**config.mk**
```make
export PLATFORM = sky130hd
export DESIGN_NAME = regfile_write_buffer
export DESIGN_NICKNAME = d
export VERILOG_FILES = /design/src/rtl/regfile_write_buffer.sv
export SDC_FILE = /design/constraint.sdc
export NUM_CORES = 1
export LEC_CHECK = 0
export CAP_MARGIN = 20
export CORE_UTILIZATION = 50
export DETAILED_ROUTE_END_ITERATION = 8
export PLACE_DENSITY_LB_ADDON = 0.08
export SLEW_MARGIN = 20
export SYNTH_ARGS = -nofsm -noshare
export SYNTH_HDL_FRONTEND = slang
export SYNTH_SLANG_ARGS = --single-unit
```
**constraint.sdc**
```tcl
create_clock -name clk -period 3.6 [get_ports clk]
set_clock_uncertainty 0.15 [all_clocks]
set_input_delay 0.36 -clock clk [delete_from_list [all_inputs] [get_ports clk]]
set_output_delay 0.36 -clock clk [all_outputs]
set_load 0.03 [all_outputs]
```
**src/rtl/regfile_write_buffer.sv**
```systemverilog
// Write buffer in front of the register file: two producers (memory load has priority over ALU)
// feed a small FIFO that drains one entry per cycle, with newest-match bypass for both read ports.
module regfile_write_buffer #(
    parameter int WIDTH = 16,
    parameter int DEPTH = 4,
    parameter int AW    = 3
) (
    input  logic                     clk,
    input  logic                     rst,
    input  logic                     alu_valid,
    input  logic [AW-1:0]            alu_reg,
    input  logic [WIDTH-1:0]         alu_data,
    output logic                     alu_ready,
    input  logic                     mem_valid,
    input  logic [AW-1:0]            mem_reg,
    input  logic [WIDTH-1:0]         mem_data,
    output logic                     mem_ready,
    input  logic                     drain_en,
    output logic                     write,
    output logic [AW-1:0]            wreg,
    output logic [WIDTH-1:0]         wd,
    input  logic [AW-1:0]            rreg1,
    input  logic [AW-1:0]            rreg2,
    output logic                     fwd1_hit,
    output logic                     fwd2_hit,
    output logic [WIDTH-1:0]         fwd1_data,
    output logic [WIDTH-1:0]         fwd2_data,
    output logic [$clog2(DEPTH):0]   count,
    output logic                     full,
    output logic                     empty
);
    localparam int PW = $clog2(DEPTH);

    logic [AW-1:0]    reg_q  [DEPTH];
    logic [WIDTH-1:0] data_q [DEPTH];
    logic [PW-1:0]    rd_ptr_q, rd_ptr_d;
    logic [PW-1:0]    wr_ptr_q, wr_ptr_d;
    logic [PW:0]      count_q, count_d;

    logic             enq, deq, enq_ok;
    logic [AW-1:0]    enq_reg;
    logic [WIDTH-1:0] enq_data;
    logic [PW-1:0]    head_ptr;
    logic [DEPTH-1:0] slot_valid;

    assign full      = (count_q == (PW+1)'(DEPTH));
    assign empty     = (count_q == '0);
    assign count     = count_q;

    assign deq       = drain_en && !empty;
    assign enq_ok    = !full || deq;
    assign mem_ready = enq_ok;
    assign alu_ready = enq_ok && !mem_valid;
    assign enq       = (mem_valid && mem_ready) || (alu_valid && alu_ready);
    assign enq_reg   = mem_valid ? mem_reg  : alu_reg;
    assign enq_data  = mem_valid ? mem_data : alu_data;

    // When idle the port keeps showing the entry that drained last.
    assign head_ptr  = empty ? (rd_ptr_q - 1'b1) : rd_ptr_q;
    assign write     = deq;
    assign wreg      = reg_q[head_ptr];
    assign wd        = data_q[head_ptr];

    always_comb begin
        rd_ptr_d = deq ? rd_ptr_q + 1'b1 : rd_ptr_q;
        wr_ptr_d = enq ? wr_ptr_q + 1'b1 : wr_ptr_q;
        count_d  = count_q;
        if (enq && !deq)
            count_d = count_q + 1'b1;
        else if (deq && !enq)
            count_d = count_q - 1'b1;
    end

    // A slot is live when its distance from the read pointer is below the occupancy.
    generate
        for (genvar gi = 0; gi < DEPTH; gi++) begin : g_valid
            logic [PW-1:0] age;
            assign age            = PW'(gi) - rd_ptr_q;
            assign slot_valid[gi] = ({1'b0, age} < count_q);
        end
    endgenerate

    // Scan oldest to newest so the newest matching entry overwrites earlier ones.
    always_comb begin
        fwd1_hit  = 1'b0;
        fwd2_hit  = 1'b0;
        fwd1_data = '0;
        fwd2_data = '0;
        for (int k = 0; k < DEPTH; k++) begin
            logic [PW-1:0] idx;
            idx = rd_ptr_q + PW'(k);
            if (slot_valid[idx] && reg_q[idx] == rreg1) begin
                fwd1_hit  = 1'b1;
                fwd1_data = data_q[idx];
            end
            if (slot_valid[idx] && reg_q[idx] == rreg2) begin
                fwd2_hit  = 1'b1;
                fwd2_data = data_q[idx];
            end
        end
    end

    always_ff @(posedge clk or negedge rst) begin
        if (!rst) begin
            rd_ptr_q <= '0;
            wr_ptr_q <= '0;
            count_q  <= '0;
            for (int i = 0; i < DEPTH; i++) begin
                reg_q[i]  <= '0;
                data_q[i] <= '0;
            end
        end else begin
            if (enq) begin
                reg_q[wr_ptr_q]  <= enq_reg;
                data_q[wr_ptr_q] <= enq_data;
            end
            rd_ptr_q <= rd_ptr_d;
            wr_ptr_q <= wr_ptr_d;
            count_q  <= count_d;
        end
    end
endmodule

```
[After elaboration in Yosys (flattened, before gate mapping)]
Index checks and enable logic that the tools add are counted.
Word-level totals
  logic and storage cells: 141
  register bits: 83
  output and inout port bits: 61
  input bits: 49
Operators by class
  add/subtract/negate cells: 11
  equal/unequal tests: 9
  reductions and logical operators: 24
  order comparisons: 15
  multiplexer cells: 65
  bitwise gates (word level): 6
Operators by type and width (number)
  16-bit two-way mux: 20
  16-bit binary-select mux with 2-bit select: 5
  64-bit bitwise mux: 1
  3-bit two-way mux: 14
  16-bit demux with 2-bit select: 1
  3-bit binary-select mux with 2-bit select: 5
  3-bit == test: 8
  3-bit greater-or-equal comparator, second input constant: 6
  2-bit inverter with 3-bit output: 6
  1-bit logical AND: 15
  12-bit bitwise mux: 1
  2-bit by 3-bit < comparator with 1-bit output: 4
  2-bit by 3-bit < comparator with 1-bit output, second input constant: 4
  1-bit two-way mux: 12
  1-bit binary-select mux with 2-bit select: 4
  3-bit demux with 2-bit select: 1
  1-bit logical NOT: 5
  2-bit by 1-bit adder with 2-bit output, second input constant: 2
  2-bit adder, second input constant: 2
  1-bit by 2-bit subtractor with 2-bit output, first input constant: 2
  2-bit subtractor, first input constant: 2
  3-bit by 1-bit adder with 3-bit output, second input constant: 1
  3-bit == test, second input constant: 1
  3-bit logical NOT: 1
  other kinds (6): 7

[Longest topological paths before layout]
Gate-level depths: netlist (run 1).
  depth in word-level cells: 11
  gate-level depth with buffers: 16

[Least setup slack after synthesis (run 1)]
OpenSTA, ideal clock, no wires.
  path type: register -> output
  start: register rd_ptr_q[1]
  end: output port fwd1_data[13]
  data arrival time: 3.632 ns
  setup slack: -0.542 ns
  data required time: 3.090 ns
  stages on the path, launching flop included: 14
  buffers on the path: 5
  path through: dfrtp_1 > buf_2 > buf_2 > buf_1 > buf_1 > xnor2_1 > ha_1 > or2_2 > o221a_1 > nor4_1 > o21a_1 > buf_2 > a311oi_1 > o22ai_1
Between the ends
  cells in the longest elaborated chain, start to end: 10
RTL lines
  start, declared: RTL line 36  | logic [PW-1:0] rd_ptr_q, rd_ptr_d;
  start signal, assigned: RTL line 117  | rd_ptr_q <= rd_ptr_d;
  branches (longest 9 deep; another with 2-bit by 3-bit < comparator with 1-bit output)
  16-bit two-way mux (*): RTL line 92  | if (slot_valid[idx] && reg_q[idx] == rreg1) begin
  end, declared: RTL line 26  | output logic [WIDTH-1:0] fwd1_data,
Every way passes the cells marked *. The select of a mux whose other input is x is not followed.

[Worst setup path after layout (run 1)]
  start: register rd_ptr_q[0]
  end: output port fwd2_data[10]
Between the ends
  cells in the longest elaborated chain, start to end: 10
RTL lines
  branches (longest 9 deep; another with 2-bit by 3-bit < comparator with 1-bit output)
  16-bit two-way mux (*): RTL line 96  | if (slot_valid[idx] && reg_q[idx] == rreg2) begin
  end, declared: RTL line 27  | output logic [WIDTH-1:0] fwd2_data,
Marked as above.

==> flow_metrics.env, run 1 <==
export IMPL_outcome="finished, final reports clean"
export IMPL_rsz0062_at_grt="true"
export IMPL_utilization_pct=66.7
export IMPL_max_slew_margin_pct=46.0
export IMPL_worstPathRequired_ps=3090
export IMPL_synth_edf_count=0
export IMPL_setup_violations=0
export IMPL_synth_warnings=0
export IMPL_yosysTopAreaCell="dfrtp_1"
export IMPL_drc=0
export IMPL_hp_class="reg2reg"
export IMPL_num_vias=6894
export IMPL_cts_made_buffers=9
export IMPL_core_sq_um=13500
export IMPL_ys_flop_type="dfrtp_1"
export IMPL_worstPathArrival_ps=3080
export IMPL_clock_latency_ps=330
export IMPL_crit_fanout=15
export IMPL_gp_congestion=0.910
export IMPL_dieArea_sq_um=14600
export IMPL_synth_most_common_cell="nor2_1"
export IMPL_clk_pin_slew_ps=60
export IMPL_clock_sinks=83
export IMPL_ant_nets=0
export IMPL_grt_overflow=0
export IMPL_worstMarginPinSlew_ps=811
export IMPL_endpoint_kind="output port"
export IMPL_ys_ff_latch=83
export IMPL_gr_usage_all_layers_pct=30.2
export IMPL_cp_start_kind="flop"
export IMPL_synth_fp_nets=874
export IMPL_start_util_pct=52.1
export IMPL_critPathSlowestCell="dfrtp_4"
export IMPL_synthesis_area_sq_um=7040
export IMPL_grt_pass1_wl_microns=34000
export IMPL_synth_top_area_share_pct=29.5
export IMPL_netlist_instances=815
export IMPL_io_pins=110
export IMPL_timing_fmax_ghz=0.279
export IMPL_nets=954
export IMPL_antenna_cells=0
export IMPL_cts_tree="done"
export IMPL_die_x_microns=121
export IMPL_hold_viol=0
export IMPL_syn_avg_cell_area_sq_um=8.64
export IMPL_fp_row_count=42
export IMPL_drive_gt1_share_pct=25.9
export IMPL_routed_wl_microns=22100
export IMPL_yosys_top_cells_count="nor2_1 (112), a21oi_1 (94), dfrtp_1 (83)"
export IMPL_cap_violations=0
export IMPL_htreeDepth=3
export IMPL_yosys_top_cells_area="dfrtp_1 (29%), mux2i_1 (9.1%), a21oi_1 (6.7%)"
export IMPL_clockBufferDepth=2
export IMPL_synth_cell_types=51
export IMPL_cpPeakStageDelay_ps=520
export IMPL_final_setup_worst_slack_ps=10.7
export IMPL_path_class="reg2out"
export IMPL_grt_max_degree=71
export IMPL_hpwl_microns=15900
export IMPL_path_cells="xnor2_2, ha_1, or2_2, o221ai_1, a21oi_4, buf_12, a211oi_1, a311oi_2, o22ai_2, buf_4"
export IMPL_ys_seq_area_share_pct=29.5
export IMPL_async_flop_share_pct=100
export IMPL_grt_antenna_before_repair=0
export IMPL_syn2layout_area_growth_pct=27.9
export IMPL_period_needed_ps=3590
export IMPL_min_path_cells=2
export IMPL_wire_per_inst_microns=20.6
export IMPL_grt_pass1_vias=6070
export IMPL_firstDrtPassIters=5
export IMPL_io_buffer_count=109
export IMPL_routed_via_density=6.43
export IMPL_drv_slew=0
export IMPL_post_place_ws_ps=150
export IMPL_min_period_over_period_pct=99.7
export IMPL_root_buffer="clkbuf_16"
export IMPL_drtIter0Drc=1045
export IMPL_die_height_microns=121
export IMPL_rr_worst_depth=8
what timing repair did:
item | in CTS | in global routing
endpoints found under the setup margin | 34 | 32
gates resized for setup | 18 | 40
endpoints found under the hold margin | 8 | 0
hold buffers | 1 | 0
pin swaps | 2 | 8
buffers inserted | 1 | 1
critical path: cells and delay by family, from the launching register on:
kind                     cells  cell delay (ps)
flip-flops                   1              520
adder cells (fa/ha/maj)      1              210
AO/OA/AOI/OAI                5             1210
buffers and inverters        2              350
AND/OR/NAND/NOR              1              300
XOR/XNOR                     1              150
area by class of cell:
| cell class | count | area (sq um) |
|---|---|---|
| Inverter | 8 | 30.0 |
| Clock buffer | 12 | 256 |
| Multi-Input combinational cell | 649 | 5070 |
| Sequential cell | 83 | 2080 |
| Timing Repair Buffer | 144 | 1340 |
| Fill cell | 1088 | 4500 |
| Tap cell | 176 | 220 |
registers in the layout, indices dropped and copies added, names as in the netlist:
| register | cells |
|---|---|
| rd_ptr_q | 2 |
| reg_q | 12 |
| count | 3 |
| data_q | 64 |
| wr_ptr_q | 2 |
metrics by stage:
stage	cell area (sq um)	cells	hold slack, ps	TNS [ps]
after global placement	8430	1056	321	0
after detailed placement	8430	1056	347	0
after floorplan	7330	815	-85.6	-559
after CTS	8790	1070	425	-64.8
after global routing	9000	1072	461	-457
final	9000	1072	432	0
layer usage:
layer	vias to the layer above	track usage (%)	part of all wire (%)
met4	0	7.25	1.2
met2	361	40.9	42
met3	22	6.60	9.2
met1	3331	48.0	47
met5	-	0	0
li1	3180	-	-
cells in the final DEF (no fill, tap or decap), types with 3 or more instances in the layout:
cell type	synthesis	routed
clkdlybuf4s50_1	0	74
a21oi_2	2	3
nor4_1	8	5
o31ai_1	3	3
nor3b_2	0	3
clkbuf_8	0	3
nor2_1	112	112
mux4_2	20	20
a311oi_1	29	5
buf_6	6	5
a21oi_1	94	92
a211oi_1	16	6
dfrtp_1	83	81
mux2i_1	64	64
mux2_2	36	36
inv_1	7	7
o21ai_1	3	8
a211oi_2	0	10
o21ai_0	66	61
ha_1	9	9
nand2_1	36	36
nor2b_1	6	6
nor3_1	33	33
xor2_1	6	6
nand2b_1	7	7
clkbuf_16	0	9
o22ai_2	0	32
xnor2_1	28	26
a311oi_2	3	26
and2_1	4	4
buf_4	4	57
final timing paths:
kind                        startpoint       endpoint  slack (ps)
max in group asynchronous          rst     data_q[36]        2010
setup / recovery           rd_ptr_q[0]  fwd2_data[10]          10
hold / removal              data_q[30]     data_q[30]         430
min in group asynchronous          rst     data_q[42]         500
hold reg to reg             data_q[30]     data_q[30]         430
setup reg to reg              count[0]       count[1]        1090
kinds of logic (layout without fill, tap and decap cells):
kind of cell | Yosys count | in the layout | share of synthesized area (%)
AND/OR/NAND/NOR | 220 | 220 | 13.9
adder cells (fa/ha/maj) | 10 | 10 | 1.88
buffers and inverters | 83 | 164 | 5.67
AO/OA/AOI/OAI | 262 | 262 | 22.7
XOR/XNOR | 35 | 35 | 4.46
flip-flops | 83 | 83 | 29.5
multiplexers | 122 | 122 | 21.9
Power of run 1 is left out: the tool's default activity adds up to more than one toggle a clock period on the data nets, which glitch-free logic cannot reach.
==> run 2, diff against run 1 <==
--- a/config.mk
+++ b/config.mk
@@ -5,11 +5,11 @@
 export SDC_FILE = /design/constraint.sdc
 export NUM_CORES = 1
 export LEC_CHECK = 0
+export ABC_AREA = 1
 export CAP_MARGIN = 20
-export CORE_UTILIZATION = 50
+export CORE_UTILIZATION = 52
 export DETAILED_ROUTE_END_ITERATION = 8
 export PLACE_DENSITY_LB_ADDON = 0.08
-export SLEW_MARGIN = 20
 export SYNTH_ARGS = -nofsm -noshare
 export SYNTH_HDL_FRONTEND = slang
 export SYNTH_SLANG_ARGS = --single-unit
==> run 2 against run 1 <==
Routed wire length is 12% higher. Via count is 30% higher. Count of clock-buffer cells in the layout is 4 higher. Core utilization is 4.6 points lower.
==> flow_metrics.env, run 2 <==
export IMPL_outcome="finished, final reports clean"
export IMPL_syn_avg_cell_area_sq_um=5.98
export IMPL_synthAdderAreaFrac_pct=1.58
export IMPL_final_common_cell="nand2_1"
export IMPL_synth_warnings=0
export IMPL_ys_flop_type="dfrtp_1"
export IMPL_io_pins=110
export IMPL_synth_top_area_share_pct=24.8
export IMPL_worstMarginPinSlew_ps=643
export IMPL_wire_per_inst_microns=14.7
export IMPL_clock_latency_ps=340
export IMPL_cp_start_kind="flop"
export IMPL_path_class="reg2out"
export IMPL_crit_fanout=12
export IMPL_synth_cell_types=38
export IMPL_grt_antenna_before_repair=0
export IMPL_hold_viol=0
export IMPL_htreeDepth=3
export IMPL_dieArea_sq_um=16600
export IMPL_routed_via_density=5.30
export IMPL_cts_tree="done"
export IMPL_grt_pass1_wl_microns=38900
export IMPL_synthesis_area_sq_um=8380
export IMPL_gp_congestion=0.917
export IMPL_stdcell_count=1688
export IMPL_grt_overflow=0
export IMPL_busiest_layer="met1"
export IMPL_num_vias=8945
export IMPL_routed_wl_microns=24800
export IMPL_synth_fp_nets=1461
export IMPL_nets=1526
export IMPL_synth_most_common_cell="nand2_1"
export IMPL_worstPathRequired_ps=3090
export IMPL_clk_pin_slew_ps=60
export IMPL_antenna_cells=0
export IMPL_placed_area_sq_um=9280
export IMPL_dp_cells=1661
export IMPL_hpwl_microns=17800
export IMPL_cts_made_buffers=9
export IMPL_ys_ff_latch=83
export IMPL_grt_max_degree=136
export IMPL_grt_pass1_vias=7453
export IMPL_ys_seq_area_share_pct=24.8
export IMPL_core_sq_um=15800
export IMPL_async_flop_share_pct=100
export IMPL_fp_row_count=46
export IMPL_synth_compound_area_share_pct=17.0
export IMPL_yosys_top_cells_area="dfrtp_1 (25%), nand2_1 (22%), o21ai_0 (13%)"
export IMPL_final_cell_mix="nand2_1 (500), o21ai_0 (215), inv_1 (169)"
export IMPL_drive_gt1_share_pct=12.4
export IMPL_regArea_sq_um=2080
export IMPL_cap_violations=0
export IMPL_firstDrtPassIters=6
export IMPL_grt_use_met3_pct=4.12
export IMPL_netlist_instances=1402
export IMPL_synth_top_family_by_area="simple AND/OR/NAND/NOR gates"
export IMPL_grt_util_met1_pct=47.9
export IMPL_min_period_over_period_pct=94.9
export IMPL_hold_slack_ps=240
export IMPL_cp_startpoint="rd_ptr_q[1]"
export IMPL_endpoint_kind="output port"
export IMPL_grt_use_met2_pct=41.9
export IMPL_yosys_top_cells_count="nand2_1 (500), o21ai_0 (215), inv_1 (169)"
export IMPL_fin_area_sq_um=9830
export IMPL_r2r_start="count[2]"
export IMPL_ant_nets=0
export IMPL_clock_sinks=83
export IMPL_yosysTopAreaCell="dfrtp_1"
export IMPL_syn2layout_area_growth_pct=17.2
export IMPL_gr_usage_all_layers_pct=29.8
export IMPL_hp_class="in2async"
export IMPL_setup_violations=0
export IMPL_top_register="data_q"
export IMPL_drtIter0Drc=1107
export IMPL_period_needed_ps=3410
export IMPL_worstPathArrival_ps=2900
export IMPL_drv_slew=0
export IMPL_synth_xor_area_share_pct=2.15
export IMPL_drc=0
export IMPL_timing_fmax_ghz=0.293
export IMPL_synthSimpleGateAreaFrac_pct=37.9
export IMPL_die_x_microns=129
export IMPL_muxShareOfSynthArea_pct=2.42
export IMPL_start_util_pct=53.0
export IMPL_root_buffer="clkbuf_16"
export IMPL_io_buffer_count=109
export IMPL_die_height_microns=129
export IMPL_fill_cells=1563
export IMPL_largest_register_ffs=64
export IMPL_max_slew_margin_pct=57.1
export IMPL_synth_edf_count=0
export IMPL_clockBufferDepth=2
export IMPL_multi_input_area_sq_um=5200
[run 2: worst paths after layout]
path | endpoint | depth (start not counted) | slack [ps]
setup / recovery | fwd1_data[9] | 18 | 190
hold / removal | count[1] | 2 | 240
setup reg to reg | count[2] | 11 | 1100
hold reg to reg | data_q[51] | 2 | 420
max in group asynchronous | data_q[38] | 3 | 2460
min in group clk | data_q[51] | 2 | 420
[run 2: logic make-up (layout without fill, tap and decap cells)]
kind of cell    after synthesis  count (layout)
simple gates                725             727
compound gates              282             282
buf+inv                     266             334
flops                        83              83
xor+xnor                     18              18
mux                          18              18
fa+ha+maj                    10              10
[run 2: per-layer routing]
layer	routed length, microns	part of all wire, %
met1	12500	50
met5	0	0
met2	10100	41
met3	1940	7.8
met4	245	0.99
[run 2: layout make-up]
type | instances | share of cell area [%]
sequential | 83 | 21.2
multi-input combinational | 1055 | 52.9
inverter | 181 | 7.04
clock buffer | 16 | 3.17
tap | 216 | 2.75
timing repair buffer | 137 | 12.9
[run 2: timing repair]
| action | CTS | global route |
|---|---|---|
| setup endpoints to repair | 6 | 33 |
| endpoints found under the hold margin | 0 | 8 |
| gates resized for setup | 1 | 20 |
| hold buffers | 0 | 1 |
| pin swaps | 0 | 4 |
| buffers inserted | 0 | 6 |
| cloned | 0 | 3 |
[run 2: worst max-delay path: stages, from the launching register on]
cell and delay, ps:
dfrtp_1 440, inv_2 210, nand2_1 90, nand2_2 100, ha_1 250, inv_1 60
nor2_1 30, nand2_1 90, nand3_1 110, nand3_1 100, nand2_2 120, nor2_4 120
buf_12 150, buf_4 150, nand3b_1 90, nand2_1 90, inv_1 40, a21oi_1 140
buf_4 180
[run 2: through the flow]
stage | setup TNS [ps] | utilization (%) | worst slack (ps)
2_1_floorplan | 0 | - | 133
3_3_place_gp | 0 | 58.6 | 404
3_5_place_dp | 0 | 58.6 | 342
4_1_cts | 0 | 60.6 | 52.6
5_1_grt | -96.8 | 62.1 | -27.0
6_report | 0 | 62.1 | 185
Power of run 2 is left out for the same reason.
==> variant (settings of run 1) <==
Set the parameter `WIDTH` to 18 (it was 16).
--- a/src/rtl/regfile_write_buffer.sv
+++ b/src/rtl/regfile_write_buffer.sv
@@ -3,3 +3,3 @@
 module regfile_write_buffer #(
-    parameter int WIDTH = 16,
+    parameter int WIDTH = 18,
     parameter int DEPTH = 4,
Ports: changed (5 resized); port bits go from 110 to 120. The function was not compared with the original's and may differ.
==> variant against run 1 <==
Cell area increased by 24%; synthesized area increased by 16%; first-iteration DRC count decreased by 26%; worst setup slack improved by 0.073 ns; final cell count increased by 12%; wire length increased by 20%; via count increased by 12%; register-to-register slack got worse by 0.09 ns; highest routed layer unchanged; sequential cell count increased by 8; largest cell class unchanged; die area increased by 16%; fmax increased by 2.1%; worst hold slack improved by 0.014 ns.
Power is not shown: default switching activity piles up to over one toggle a cycle in this logic, so the estimate is an artifact.
==> variant: results (changes against run 1) <==
part of the Yosys area used for sequential elements -> 0.279 (-0.0165)
largest net degree at the start of global routing -> 75 (+5.6%)
post-synthesis xor/xnor area fraction -> 0.0364 (-0.00818)
cell area after placement -> 10200 µm² (+21%)
first-pass GRT wire length -> 41200 µm (+21%)
total track usage -> 0.322 (+0.0194)
post-cts sizing count -> 44 (+26)
Crit Path Max Fanout -> 13 (-2)
HPWL Detailed -> 19500 µm (+23%)
largest cells by area after synthesis -> dfrtp_1 28%, mux4_2 17%, mux2i_1 10%
max reg flops -> 72 (+13%)
layout cell share with drive strength beyond 1 -> 0.304 (+0.0447)
worst hold path class -> input port to asynchronous set/reset pin
DP Cell Count -> 1183 (+12%)
post-synthesis compound-gate area fraction -> 0.162 (-0.0654)
Gate Count Post-Synth -> 877 (+7.6%)
worst path arrival time -> 3.01 ns (-0.07 ns)
fill cell count -> 1221 (+12%)
pre-CTS setup slack -> 0.0268 ns (-0.123 ns)
# Post-CTS Setup Buffers -> 2 (+1)
adder-cell share of the synthesized area -> 0.0162 (-0.00261)
max_slew headroom -> 0.553 (+0.0933)
TritonCTS buffer count -> 9 (unchanged)
post-synthesis cell type count -> 58 (+14%)
number of buffers added on ports -> 119 (+9.2%)
gpl congestion -> 0.967 (+6.3%)
Mapped Nets -> 940 (+7.6%)
status -> finished clean
vias in the first global route -> 7256 (+20%)
Top reg by flops -> data_q
DR WL/cell -> 22.1 µm (+7.1%)
mux contribution to synthesized area -> 0.275 (+0.0564)
initial antenna violation count -> 0 (unchanged)
detailed router's first-iteration violation count -> 777 (-26%)
Setup crit start -> rd_ptr_q[1]$_DFFE_PN0N_
Via Count -> 7716 (+12%)
final WL -> 26600 µm (+20%)
nets -> 1046 (+9.6%)
top post-synthesis cells by count -> 107 x nor2_1, 91 x dfrtp_1, 86 x a21oi_1, 84 x mux2i_1, 77 x nand2_1
[variant: routing by layer]
layer	up-vias	track usage	part of all wire
met4	0	0.0622	0.010
met3	28	0.0660	0.080
met5	-	0	0
li1	3452	-	-
met1	3870	0.503	0.47
met2	366	0.459	0.44
[variant: path summary, 6_finish.rpt]
path,to,slack (ns),cells past startpoint
min in group clk,data_q[6]$_DFFE_PN0P_,0.45,2
worst max-delay path,fwd1_data[7],0.08,12
max in group asynchronous,data_q[5]$_DFFE_PN0P_,2.05,3
worst max register to register,count[1]$_DFFE_PN0P_,1.00,8
worst min register to register,data_q[6]$_DFFE_PN0P_,0.45,2
worst min-delay path,data_q[44]$_DFFE_PN0P_,0.45,2
[variant: cell type report]
type                    instances  area [µm²]  share of cell area
well taps                     216         270              0.0243
multi-input cells             692        6370               0.573
clock buffers                  12         236              0.0213
flip-flops and latches         91        2280               0.205
inverters                       8        30.0             0.00270
clock inverters                 4        73.8             0.00664
repair buffers                181        1850               0.167
